===== src/rtl/move_sequencer.sv =====
// move_sequencer: owns the 4x4 2048 board, turns one debounced button press into one
// move request, commits the mover's result and spawns a new tile in an empty cell.
// Latency: press -> mv_enable_o next cycle; result sampled from MOVE_LAT cycles into WAIT; spawn 1..16 cycles.
// Backpressure: presses are dropped while busy_o is high; a missing mv_ready_i is abandoned after TIMEOUT WAIT cycles.
//
// Ports:
//   clk_i           rising-edge clock
//   rst_ni          asynchronous active-low reset
//   btn_i           debounced level buttons, [3]=LEFT [2]=DOWN [1]=UP [0]=RIGHT
//   moved_matrix_i  board returned by the movement block, [row][col]
//   mv_ready_i      moved_matrix_i is valid
//   direction_o     one-hot direction to the movement block (btn_i encoding)
//   mv_enable_o     single-cycle move request per accepted press
//   board_o         current board, [row][col], cell idx = 4*row + col
//   busy_o          high in every state except IDLE
//   no_move_o       one-cycle pulse: move changed nothing or the mover timed out
//   full_o          no cell of the board is zero
module move_sequencer #(
    parameter int         WIDTH     = 12,
    parameter int         MOVE_LAT  = 1,
    parameter int         TIMEOUT   = 15,
    parameter logic [7:0] LFSR_SEED = 8'hA5
) (
    input  logic                         clk_i,
    input  logic                         rst_ni,
    input  logic [3:0]                   btn_i,
    input  logic [3:0][3:0][WIDTH-1:0]   moved_matrix_i,
    input  logic                         mv_ready_i,
    output logic [3:0]                   direction_o,
    output logic                         mv_enable_o,
    output logic [3:0][3:0][WIDTH-1:0]   board_o,
    output logic                         busy_o,
    output logic                         no_move_o,
    output logic                         full_o
);

    localparam int                 CNT_W   = $clog2(TIMEOUT + 1);
    localparam logic [CNT_W-1:0]   LAT_C   = CNT_W'(MOVE_LAT);
    // The counter holds the number of WAIT cycles already completed, so the
    // abort decision is taken at the end of the TIMEOUT-th WAIT cycle.
    localparam logic [CNT_W-1:0]   LAST_C  = CNT_W'(TIMEOUT - 1);
    localparam logic [WIDTH-1:0]   TILE_2  = WIDTH'(2);
    localparam logic [WIDTH-1:0]   TILE_4  = WIDTH'(4);

    typedef enum logic [2:0] {
        S_INIT,
        S_IDLE,
        S_ISSUE,
        S_WAIT,
        S_COMMIT,
        S_SPAWN
    } state_t;

    state_t                        state_q, state_d;
    logic [3:0][3:0][WIDTH-1:0]    board_q, board_d;
    logic [3:0]                    dir_q, dir_d;
    logic [3:0]                    btn_prev_q;
    logic [7:0]                    lfsr_q, lfsr_d;
    logic [CNT_W-1:0]              cnt_q, cnt_d;
    logic [3:0]                    idx_q, idx_d;     // cell currently examined by SPAWN
    logic [3:0]                    scan_q, scan_d;   // cells already examined minus one
    logic                          no_move_q, no_move_d;

    logic                          btn_onehot;
    logic                          press_ok;
    logic [7:0]                    lfsr_next;
    logic [WIDTH-1:0]              spawn_val;
    logic [WIDTH-1:0]              cell_at_idx;

    // A press counts only on a released->pressed edge of exactly one button;
    // chords and held buttons never start a move.
    assign btn_onehot  = (btn_i != 4'b0000) && ((btn_i & (btn_i - 4'd1)) == 4'b0000);
    assign press_ok    = btn_onehot && (btn_prev_q == 4'b0000);

    assign lfsr_next   = {lfsr_q[6:0], lfsr_q[7] ^ lfsr_q[5] ^ lfsr_q[4] ^ lfsr_q[3]};
    assign spawn_val   = (lfsr_q[7:4] == 4'hF) ? TILE_4 : TILE_2;
    assign cell_at_idx = board_q[idx_q[3:2]][idx_q[1:0]];

    always_ff @(posedge clk_i or negedge rst_ni) begin
        if (!rst_ni) begin
            state_q    <= S_INIT;
            board_q    <= '0;
            dir_q      <= 4'b0000;
            btn_prev_q <= 4'b0000;
            lfsr_q     <= LFSR_SEED;
            cnt_q      <= '0;
            idx_q      <= 4'd0;
            scan_q     <= 4'd0;
            no_move_q  <= 1'b0;
        end else begin
            state_q    <= state_d;
            board_q    <= board_d;
            dir_q      <= dir_d;
            btn_prev_q <= btn_i;
            lfsr_q     <= lfsr_d;
            cnt_q      <= cnt_d;
            idx_q      <= idx_d;
            scan_q     <= scan_d;
            no_move_q  <= no_move_d;
        end
    end

    always_comb begin
        state_d   = state_q;
        board_d   = board_q;
        dir_d     = dir_q;
        lfsr_d    = lfsr_q;
        cnt_d     = cnt_q;
        idx_d     = idx_q;
        scan_d    = scan_q;
        no_move_d = 1'b0;

        case (state_q)
            S_INIT: begin
                idx_d   = lfsr_q[3:0];
                scan_d  = 4'd0;
                state_d = S_SPAWN;
            end

            S_IDLE: begin
                if (press_ok) begin
                    dir_d   = btn_i;
                    state_d = S_ISSUE;
                end
            end

            S_ISSUE: begin
                lfsr_d  = lfsr_next;
                cnt_d   = '0;
                state_d = S_WAIT;
            end

            S_WAIT: begin
                // A result arriving in the last allowed cycle still wins over the abort.
                if ((cnt_q >= LAT_C) && mv_ready_i) begin
                    state_d = S_COMMIT;
                end else if (cnt_q == LAST_C) begin
                    no_move_d = 1'b1;
                    state_d   = S_IDLE;
                end else begin
                    cnt_d = cnt_q + 1'b1;
                end
            end

            S_COMMIT: begin
                if (moved_matrix_i != board_q) begin
                    board_d = moved_matrix_i;
                    idx_d   = lfsr_q[3:0];
                    scan_d  = 4'd0;
                    state_d = S_SPAWN;
                end else begin
                    no_move_d = 1'b1;
                    state_d   = S_IDLE;
                end
            end

            S_SPAWN: begin
                if (cell_at_idx == '0) begin
                    board_d[idx_q[3:2]][idx_q[1:0]] = spawn_val;
                    state_d = S_IDLE;
                end else if (scan_q == 4'd15) begin
                    // Every cell occupied: leave the board as committed.
                    state_d = S_IDLE;
                end else begin
                    idx_d  = idx_q + 4'd1;   // wraps mod 16
                    scan_d = scan_q + 4'd1;
                end
            end

            default: begin
                state_d = S_INIT;
            end
        endcase

        // Direction is only meaningful while a move is in flight.
        if ((state_d == S_IDLE) && (state_q != S_IDLE)) begin
            dir_d = 4'b0000;
        end
    end

    always_comb begin
        full_o = 1'b1;
        for (int r = 0; r < 4; r++) begin
            for (int c = 0; c < 4; c++) begin
                if (board_q[r][c] == '0) begin
                    full_o = 1'b0;
                end
            end
        end
    end

    assign direction_o = dir_q;
    assign mv_enable_o = (state_q == S_ISSUE);
    assign board_o     = board_q;
    assign busy_o      = (state_q != S_IDLE);
    assign no_move_o   = no_move_q;

endmodule

===== config.mk =====
export PLATFORM = sky130hd
export DESIGN_NAME = move_sequencer
export DESIGN_NICKNAME = d
export VERILOG_FILES = /design/src/rtl/move_sequencer.sv
export SDC_FILE = /design/constraint.sdc
export NUM_CORES = 1
export LEC_CHECK = 0
export CAP_MARGIN = 20
export CELL_PAD_IN_SITES_DETAIL_PLACEMENT = 0
export CELL_PAD_IN_SITES_GLOBAL_PLACEMENT = 2
export CORE_ASPECT_RATIO = 0.7
export CORE_MARGIN = 2
export CORE_UTILIZATION = 25
export CTS_CLUSTER_SIZE = 20
export DETAILED_ROUTE_END_ITERATION = 8
export PLACE_DENSITY = 0.71
export SLEW_MARGIN = 20
export SYNTH_ARGS = -nofsm -noshare
export SYNTH_HDL_FRONTEND = slang
export SYNTH_SLANG_ARGS = --single-unit

===== constraint.sdc =====
create_clock -name clk_i -period 4.4 [get_ports clk_i]
set_input_delay 0.88 -clock clk_i [delete_from_list [all_inputs] [get_ports clk_i]]
set_output_delay 0.88 -clock clk_i [all_outputs]
set_load 0.02 [all_outputs]

Word-level counts from Yosys, hierarchy flattened
Index checks and enable logic that the tools add are counted.

cells by class
  $add $sub $neg = 4
  $lt $le $gt $ge = 5
  equal/unequal tests = 17
  multiplexer cells = 54
  bitwise gates (word level) = 4
  reductions and logical operators = 36

operator list
  kind                   count
  $mux W192              2
  $pmux W192 S2          1
  $logic_not A12 Y1      17
  $bwmux W192            1
  $ne A192 B192 Y1       1
  $bmux W48 S2           1
  $demux W48 S2          1
  $mux W48               2
  $mux W4                11
  $bmux W12 S2           1
  $demux W12 S2          1
  $mux W12               2
  $pmux W4 S3            2
  $mux W3                7
  $mux W1                19
  $pmux W3 S6            1
  $add A4 B1 Y4 const B  3
  $eq A4 B4 Y1 const B   3
  $ne A2 B2 Y1 const B   6
  $logic_not A4 Y1       2
  $pmux W4 S2            1
  $reduce_bool A2 Y1     4
  $eq A3 B1 Y1 const B   2
  $eq A3 B2 Y1 const B   2
  other kinds (16)       27

storage, ports and cells
  flip-flop bits (word level) = 224
  input bits = 199
  output and inout bits = 200
  word-level logic and storage cells = 144

Depth between registers and ports, before layout
Gate-level depths: netlist of run 1.

  depth in word-level cells = 17
  mapped depth = 11
  depth with buffers taken out = 9

Least setup slack after synthesis of run 1
Ideal clock, no wire load.

  path type = input port to flip-flop
  start = input moved_matrix_i[162] (netlist bit)
  end = register board_q, in the netlist board_o[97]
  library setup time = 0.079 ns
  arrival time = 2.856 ns
  data required time = 4.321 ns
  setup slack = 1.465 ns
  stages on the path = 10
  path buffers = 2
  cell sequence = xor2_1 > nor4_1 > and4_1 > nand3_1 > nor3_1 > a21boi_1 > buf_2 > a41oi_1 > buf_2 > mux2i_1

on the way
  word-level cells in the longest chain between the ends = 3

RTL lines
  item                         line  RTL
  from (decl)                  27    input logic [3:0][3:0][WIDTH-1:0] moved_matrix_i,
  $ne A192 B192 Y1             146   if (moved_matrix_i != board_q) begin
  $ne A2 B2 Y1 (no line)       --
  $reduce_and A3 Y1 (no line)  --
  to (signal assigned)         92    board_q <= board_d;
  to (decl)                    55    logic [3:0][3:0][WIDTH-1:0] board_q, board_d;

Every way passes these cells.
A chain may end at the register's enable or synchronous reset.

Final worst setup path of run 1
  start = register board_q, in the netlist board_o[146]
  end = output full_o

on the way
  word-level cells in the longest chain between the ends = 5

RTL lines
  item                   line  RTL
  $logic_not A12 Y1      185   if (board_q[r][c] == '0) begin
  $mux W1 (4 in series)  185
  to (decl)              34    output logic full_o

Every way passes these cells.

==> metrics.txt, run 1 <==
EDFF count, synth 0; crit path max fanout 4; Async S/R FF share, synth 100%; Mean Syn Cell Area 11.1 um2; Final ANT Viol Nets 0; first-pass GRT wire length 85.3 mm; unrepaired setup endpoints after global routing false; CTS resizes 0; Crit. End Element primary output; Pwr Total 13.3 mW; share of cells above drive strength 1 11.0%; most frequent cells in the layout clkdlybuf4s50_1, dfrtp_1, a22o_1, xnor2_1, buf_4; Port Buffers 398; initial DRC count 1,081; DR pass1 iterations 7; most common cell after layout, fill and taps aside clkdlybuf4s50_1; Top Family by Delay on Critical Path simple AND/OR/NAND/NOR gates; post-CTS setup buffer count 0; leakage power total 7.58 nW; Max Freq 233 MHz; Fin. Hold Viols 0; Reg-to-Reg End board_o[121]; Distinct cells, synth 63; wire length per cell 28.4 um; setup TNS 0 ns; largest net degree at the start of global routing 81; Clock transition at path regs 0.06 ns; CTS hold repair buffers 0; placed cell area 17,100 um2; Hold WC Path Type primary input to async pin; Comb pwr share 52.0%; Layout area overhead 51.8%; Worst Path Buf+Inv 1; final setup fails 0; Synth Instances 1,067; worst slack, placed 0.106 ns; Root Buffer clkbuf_16; Flop pwr share 30.6%; P per Cell Area 742 nW/um2; Synth Warn # 0; IO Pins 399; DRC viols 0; peak supply drop 0.279 mV; status finished, final reports clean; Hold Slack 0.310 ns; max-cap violation count 0; synthesized cell area 11,800 um2; Worst Path Arrival 3.41 ns; die area 49,100 um2; Sw Ratio 45.0%; Crit-path slowest cell or4_1; Die Y 186 um; Startpoint Class register; vias in the first global route 11,300; # rows 66; fin area 17,900 um2; total gr overflow 0; gpl congestion 0.966; Worst-Skew Late Latency 0.56 ns; Internal Power 7.32 mW; drt total wl 61.5 mm; Switch Pwr 6.00 mW; Core ar. 46,600 um2; Fin Clk Skew 0.0178 ns; CTS tree done; GRT Util Overall 24.4%; vias per cell 5.19; share of the yosys chip area belonging to registers 47.5%; final cell count without fillers 2,162; Slew @ Worst Pin 0.984 ns; Crit path required time 3.52 ns; nets 1,734; Yosys reg bits 224; fin crit period 4.29 ns; fin worst setup slack 0.110 ns; Slew Limit Headroom 33.8%; CP Class register to primary output; die width 264 um; final max-slew violation count 0; Post-DP HPWL 49.5 mm; Critical Path Max Stage Delay 0.62 ns; initial antenna violation count 5; htree depth 1; worst flop-to-flop path startpoint idx_q[0]; CTS Sinks 224; Main synth FF type dfrtp_1; crit-path cells or4_1 > or3_1 > or4_1 > o41ai_1 > nor4_1 > clkdlybuf4s50_1; clock share of power 17.4%; Util after Layout 38.5%; total CTS buffers 26; post-placement cell count 2,110; vias 11,200; Reg2Reg Depth 8; syn_nets 1,275; cell mode on critical path or4_1; Clock Tree Buf Depth 3; fin crit share 97.5%; R2R Setup Slk 0.87 ns; Starting Density 25.4%
cell usage after synthesis, drive strengths merged (7+ instances only):
library cell	instances	share of area [%]
a21oi	21	0.89
a22o	160	12
a22oi	7	0.44
a41oi	13	1.4
buf	18	1.0
clkbuf	35	1.1
dfrtp	220	47
ha	9	0.95
inv	31	0.98
mux2	24	2.3
mux2i	21	1.8
nand2	47	1.6
nand3	17	0.72
nand4	51	2.7
nor2	36	1.1
nor3	8	0.34
nor4	41	2.2
o21ai	20	0.88
o22ai	10	0.53
or4	25	1.6
xnor2	154	11
xor2	42	3.1
sequential cells by signal, summed over array words and instances, names as in the netlist:
signal and flops:
board_o 192, no_move_o 1, cnt_q 4, scan_q 4, btn_prev_q 4, idx_q 4
direction_o 4, lfsr_q 8, state_q 3
worst reg2reg max path, stage by stage, from the launching register on:
cell and delay [ns]:
dfrtp_1 0.83, mux4_2 0.60, and2_0 0.18, o22ai_1 0.56
nand2_4 0.37, a41oi_1 0.38, buf_4 0.16, buf_4 0.19
mux2i_1 0.20
worst max path at each step:
stage / startpoint / end / slack [ns] / cells after the start
floorplan: moved_matrix_i[162] / board_o[97] / 1.47 / 10
global placement: moved_matrix_i[28] / board_o[134] / 0.18 / 10
detailed placement: moved_matrix_i[28] / board_o[133] / 0.11 / 11
CTS: board_o[146] / full_o / 0.11 / 6
global route: board_o[146] / full_o / 0.04 / 6
finish: board_o[146] / full_o / 0.11 / 6
power groups by stage:
stage | clock (mW) | sequential, mW | combinational [mW]
floorplan | 0 | 4.61 | 2.35
global placement | 0 | 4.06 | 6.86
detailed placement | 0 | 4.07 | 6.86
CTS | 2.37 | 4.05 | 6.89
global route | 2.46 | 4.21 | 7.23
finish | 2.32 | 4.07 | 6.93
routing by layer:
metal  GRT usage (%)  vias to the layer above  routed length [um]
met5               0                        -                  25
met4            5.80                        4                1480
met3            7.82                       76                5590
met2            36.9                      498               26800
met1            33.6                     5721               27600
li1                -                     4929                   -
cell families (layout without fill, tap and decap cells):
family          Yosys count  count (layout)  share of synthesized area (%)
compound gates          260             260                           18.2
simple gates            247             247                           11.5
flops                   224             224                           47.5
xor+xnor                196             196                           14.5
buf+inv                  85             564                           3.14
mux                      46              46                           4.26
fa+ha+maj                 9               9                          0.953
other cells               0               4                              0
layout make-up:
class / instances / area [um2]
antenna: 4 / 10.0
sequential: 224 / 5610
clock inverter: 13 / 151
clock buffer: 35 / 736
multi-input combinational: 758 / 5860
tap: 612 / 766
fill: 4616 / 28600
timing repair buffer: 484 / 4700
inverter: 32 / 120
Power figures use the tool's default switching activity.
==> run 2, diff against run 1 <==
--- a/config.mk
+++ b/config.mk
@@ -11,9 +11,11 @@
 export CORE_ASPECT_RATIO = 0.7
 export CORE_MARGIN = 2
 export CORE_UTILIZATION = 25
+export CTS_CLUSTER_DIAMETER = 100
 export CTS_CLUSTER_SIZE = 20
 export DETAILED_ROUTE_END_ITERATION = 8
 export PLACE_DENSITY = 0.71
+export REMOVE_ABC_BUFFERS = 1
 export SLEW_MARGIN = 20
 export SYNTH_ARGS = -nofsm -noshare
 export SYNTH_HDL_FRONTEND = slang
==> run 2 against run 1 <==
Core utilization fell by 0.74 points. Clock power fell by 29%. Non-clock buffer count rose by 2. Die area did not move. Largest cell class unchanged.
==> metrics.txt, run 2 (synthesized netlist as in run 1, its figures left out) <==
Crit-path slowest cell or4_1; Starting Density 25.4%; fin area 17,600 um2; final setup fails 0; crit-path cells or4_1 > or3_1 > or4_1 > o41ai_1 > nor4_1 > clkdlybuf4s50_1; Critical Path Max Stage Delay 0.65 ns; nets 1,726; Crit. End Element primary output; Port Buffers 398; Max Freq 244 MHz; initial DRC count 952; crit path max fanout 4; Slew Limit Headroom 22.8%; Reg2Reg Depth 10; leakage power total 7.41 nW; Final ANT Viol Nets 0; most common cell after layout, fill and taps aside clkdlybuf4s50_1; CP Class register to primary output; Clock Tree Buf Depth 3; Top Family by Delay on Critical Path simple AND/OR/NAND/NOR gates; DR pass1 iterations 5; die width 264 um; Crit path required time 3.52 ns; fin worst setup slack 0.302 ns; Filler cells 4,674; Fin Clk Skew 0.0217 ns; fin crit period 4.10 ns; vias 11,100; CTS hold repair buffers 0; first-pass GRT wire length 85.1 mm; instance count on the critical path 6; vias per cell 5.16; wire length per cell 28.3 um; Slew @ Worst Pin 1.15 ns; DRC viols 0; Root Buffer clkbuf_16; IO Pins 399; max reg flops 192; Core ar. 46,600 um2; drt total wl 60.6 mm; status finished, final reports clean; Layout area overhead 48.9%; setup TNS 0 ns; CTS resizes 0; Pwr Total 12.5 mW; post-CTS setup buffer count 0; Worst Path Buf+Inv 1; CTS Sinks 224; vias in the first global route 11,300; Clock transition at path regs 0.09 ns; die area 49,100 um2; Worst-Skew Late Latency 0.53 ns; P per Cell Area 708 nW/um2; total CTS buffers 16; unrepaired setup endpoints after global routing false; Hold WC Path Type primary input to async pin; htree depth 1; gpl congestion 0.852; Startpoint Class register; share of cells above drive strength 1 9.97%; worst slack, placed 0.0258 ns; max-cap violation count 0; GRT Util Overall 24.3%; peak supply drop 0.253 mV; cell mode on critical path or4_1; most frequent cells in the layout clkdlybuf4s50_1, dfrtp_1, a22o_1, xnor2_1, buf_4; Post-DP HPWL 48.7 mm; Die Y 186 um; Fin. Hold Viols 0; # rows 66; final max-slew violation count 0; fin crit share 93.1%; largest net degree at the start of global routing 93; placed cell area 17,100 um2; CTS tree done; initial antenna violation count 9; total gr overflow 0; Worst Path Arrival 3.22 ns
[run 2: final cells by class]
| class | instances | area [um2] | share of cell area [%] |
|---|---|---|---|
| clock buffers | 20 | 437 | 2.48 |
| flip-flops and latches | 224 | 5610 | 31.9 |
| well taps | 612 | 766 | 4.35 |
| inverters | 32 | 120 | 0.682 |
| multi-input cells | 758 | 5860 | 33.3 |
| clock inverters | 5 | 68.8 | 0.391 |
| diodes | 6 | 15.0 | 0.0853 |
| repair buffers | 486 | 4720 | 26.8 |
[run 2: where the power goes]
group / switching (mW) / total, mW / leakage [nW] / internal [mW]
Combinational: 3.67 / 6.76 / 4.22 / 3.09
Clock: 0.854 / 1.64 / 0.244 / 0.783
Sequential: 1.23 / 4.07 / 2.95 / 2.84
Total: 5.76 / 12.5 / 7.41 / 6.71
[run 2: metal layers]
layer	track usage [%]	vias to the layer above	share of wire [%]
li1	-	4911	-
met4	4.89	4	1.6
met2	36.4	456	43
met3	7.37	45	8.9
met1	34.3	5647	46
met5	0	-	0.033
[run 2: metrics by stage]
step | utilization (%) | hold WS [ns] | std cells
CTS | 37.8 | 0.327 | 2137
floorplan | - | 0.446 | 1014
global route | 37.8 | 0.348 | 2141
detailed placement | 36.7 | 0.482 | 2112
global placement | 36.7 | 0.463 | 2112
finish | 37.8 | 0.310 | 2143
[run 2: final timing paths]
kind	from	slack, ns	endpoint
worst max-delay path	board_o[146]	0.30	full_o
worst min-delay path	rst_ni	0.31	board_o[31]
worst max register to register	board_o[188]	0.69	board_o[138]
worst min register to register	scan_q[3]	0.50	scan_q[3]
max in group asynchronous	rst_ni	3.12	board_o[52]
min in group clk_i	scan_q[3]	0.50	scan_q[3]
[run 2: worst register-to-register path, delay by kind of cell (launching register included)]
family          cells  cell delay, ns
flops               1            0.45
buf+inv             2            0.37
compound gates      5            1.04
simple gates        3            1.74
==> run 3, diff against run 2 <==
--- a/config.mk
+++ b/config.mk
@@ -14,7 +14,7 @@
 export CTS_CLUSTER_DIAMETER = 100
 export CTS_CLUSTER_SIZE = 20
 export DETAILED_ROUTE_END_ITERATION = 8
-export PLACE_DENSITY = 0.71
+export PLACE_DENSITY_LB_ADDON = 0.1
 export REMOVE_ABC_BUFFERS = 1
 export SLEW_MARGIN = 20
 export SYNTH_ARGS = -nofsm -noshare
==> run 3 against run 2 <==
First-iteration DRC count is 8.7% lower. Die area stayed put. Final area is 0.72% lower. Non-clock buffer count is 1 higher. Register-to-register slack worse by 0.10 ns. Worst setup slack worse by 0.082 ns. Routed wire length is 1.3% higher. Final cell count is 0.28% lower. Core utilization is 0.27 points lower. Worst hold slack better by 0.10 ns. Total power is 1.5% lower. Critical path depth is 6 higher. Critical endpoint is now board_o[74]. Highest routed layer unchanged.
==> metrics.txt, run 3 (synthesized netlist as in run 1, its figures left out) <==
Sw Ratio 46.5%; total CTS buffers 15; total gr overflow 0; nets 1,726; IO Pins 399; clock share of power 11.7%; DR pass1 iterations 5; # rows 66; Filler cells 4,674; Final ANT Viol Nets 0; final setup fails 0; peak supply drop 0.245 mV; Die Y 186 um; Internal Power 6.57 mW; Crit path required time 4.79 ns; Worst Path Arrival 4.57 ns; final cell count without fillers 2,137; most common cell after layout, fill and taps aside clkdlybuf4s50_1; max-cap violation count 0; post-CTS setup buffer count 0; drt total wl 61.4 mm; fin crit period 4.18 ns; initial antenna violation count 9; htree depth 1; leakage power total 7.36 nW; Comb pwr share 55.1%; Util after Layout 37.5%; Slew @ Worst Pin 1.09 ns; Core ar. 46,600 um2; Startpoint Class primary input; crit-path cells clkdlybuf4s50_1 > xnor2_1 > nand4_1 > buf_4 > nor4_1 > nand4_1 > nor3_1 > buf_4 > a21boi_4 > a41oi_1 > buf_4 > mux2_2; first-pass GRT wire length 86.0 mm; Switch Pwr 5.71 mW; Crit. End Element register; final max-slew violation count 0; crit path max fanout 21; vias in the first global route 11,100; Crit. Startpoint moved_matrix_i[49]; die width 264 um; CTS hold repair buffers 0; CP Class primary input to register; Clock Tree Buf Depth 3; Reg2Reg Depth 11; Root Buffer clkbuf_16; Critical Path Max Stage Delay 0.59 ns; vias per cell 5.10; CTS tree done; placed cell area 17,100 um2; fin crit share 95.0%; initial DRC count 869; CP endpoint board_o[74]; CTS Sinks 224; Port Buffers 398; Hold WC Path Type primary input to async pin; unrepaired setup endpoints after global routing false; met3 Usage GRT 6.31%; Reg-to-Reg End board_o[74]; wire length per cell 28.7 um; Fin Clk Skew 0.0420 ns; worst flop-to-flop path startpoint board_o[49]; max reg flops 192; Pwr Total 12.3 mW; cell mode on critical path buf_4; die area 49,100 um2; met2 Usage GRT 36.4%; Worst-Skew Late Latency 0.52 ns; Flop pwr share 33.2%; Fin. Hold Viols 0; Crit-path slowest cell xnor2_1; R2R Setup Slk 0.59 ns; gpl congestion 0.842; Post-DP HPWL 49.5 mm; M1 GR Usage 36.2%; most frequent cells in the layout clkdlybuf4s50_1, dfrtp_1, a22o_1, xnor2_1, buf_4; vias 10,900; Slew Limit Headroom 26.3%; Max Freq 239 MHz; P per Cell Area 703 nW/um2; Hold Slack 0.411 ns; GRT Util Overall 24.7%; Clock transition at path regs 0.09 ns; fin area 17,500 um2; Starting Density 25.4%; largest net degree at the start of global routing 111; CTS resizes 0; status finished, final reports clean; GRT Max-Usage Layer met2; post-placement cell count 2,113; Layout area overhead 47.9%; share of cells above drive strength 1 9.60%; DRC viols 0
==> run 3: changes by cell type in the layout (fill, tap and decap cells not counted), moves of 2 or more <==
cell	delta
buf_4	+3
buf_12	-2
clkbuf_16	-2
inv_8	-2
diode_2	-2
==> run 3: worst min path at each step <==
stage                              to  startpoint  slack (ns)  cells past startpoint
final                     board_o[31]      rst_ni        0.41                      1
after global routing      board_o[44]      rst_ni        0.50                      1
after CTS                 board_o[31]      rst_ni        0.48                      1
after detailed placement    scan_q[3]   scan_q[3]        0.47                      1
after global placement      scan_q[3]   scan_q[3]        0.47                      1
after floorplan             scan_q[3]   scan_q[3]        0.45                      1
==> run 3: critical path, delay by kind of cell <==
kind,cells,cell delay [ns]
compound gates,2,0.59
xor+xnor,1,0.59
buf+inv,4,1.04
mux,1,0.32
simple gates,4,1.13
==> run 3: per-stage QoR <==
step                      worst slack (ns)  setup TNS, ns
after floorplan                      -5.80       -1041.23
after global placement              -0.241          -7.55
after detailed placement            -0.241          -7.02
after CTS                            0.268              0
after global routing                 0.105              0
final                                0.220              0
==> run 3: cell type report <==
class | instances | area (um2) | share of cell area [%]
Multi-Input combinational cell | 758 | 5860 | 33.5
Sequential cell | 224 | 5610 | 32.1
Timing Repair Buffer | 487 | 4710 | 26.9
Tap cell | 612 | 766 | 4.38
Clock buffer | 19 | 390 | 2.23
Inverter | 32 | 120 | 0.687
Clock inverter | 1 | 16.3 | 0.0931
Antenna cell | 4 | 10.0 | 0.0573
==> run 3: power by group through the flow <==
| stage | combinational (mW) | clock (mW) | sequential [mW] |
|---|---|---|---|
| 3_5_place_dp | 6.76 | 0 | 4.09 |
| 2_1_floorplan | 2.29 | 0 | 4.63 |
| 5_1_grt | 7.11 | 1.56 | 4.22 |
| 3_3_place_gp | 6.77 | 0 | 4.09 |
| 4_1_cts | 6.79 | 1.49 | 4.06 |
| 6_report | 6.77 | 1.44 | 4.08 |
==> run 3: routing by layer <==
metal | vias to the layer above | wire length [um] | share of wire [%]
met5 | - | 41 | 0.067
met4 | 6 | 1100 | 1.8
met3 | 47 | 4470 | 7.3
met2 | 394 | 26500 | 43
met1 | 5545 | 29300 | 48
li1 | 4906 | - | -
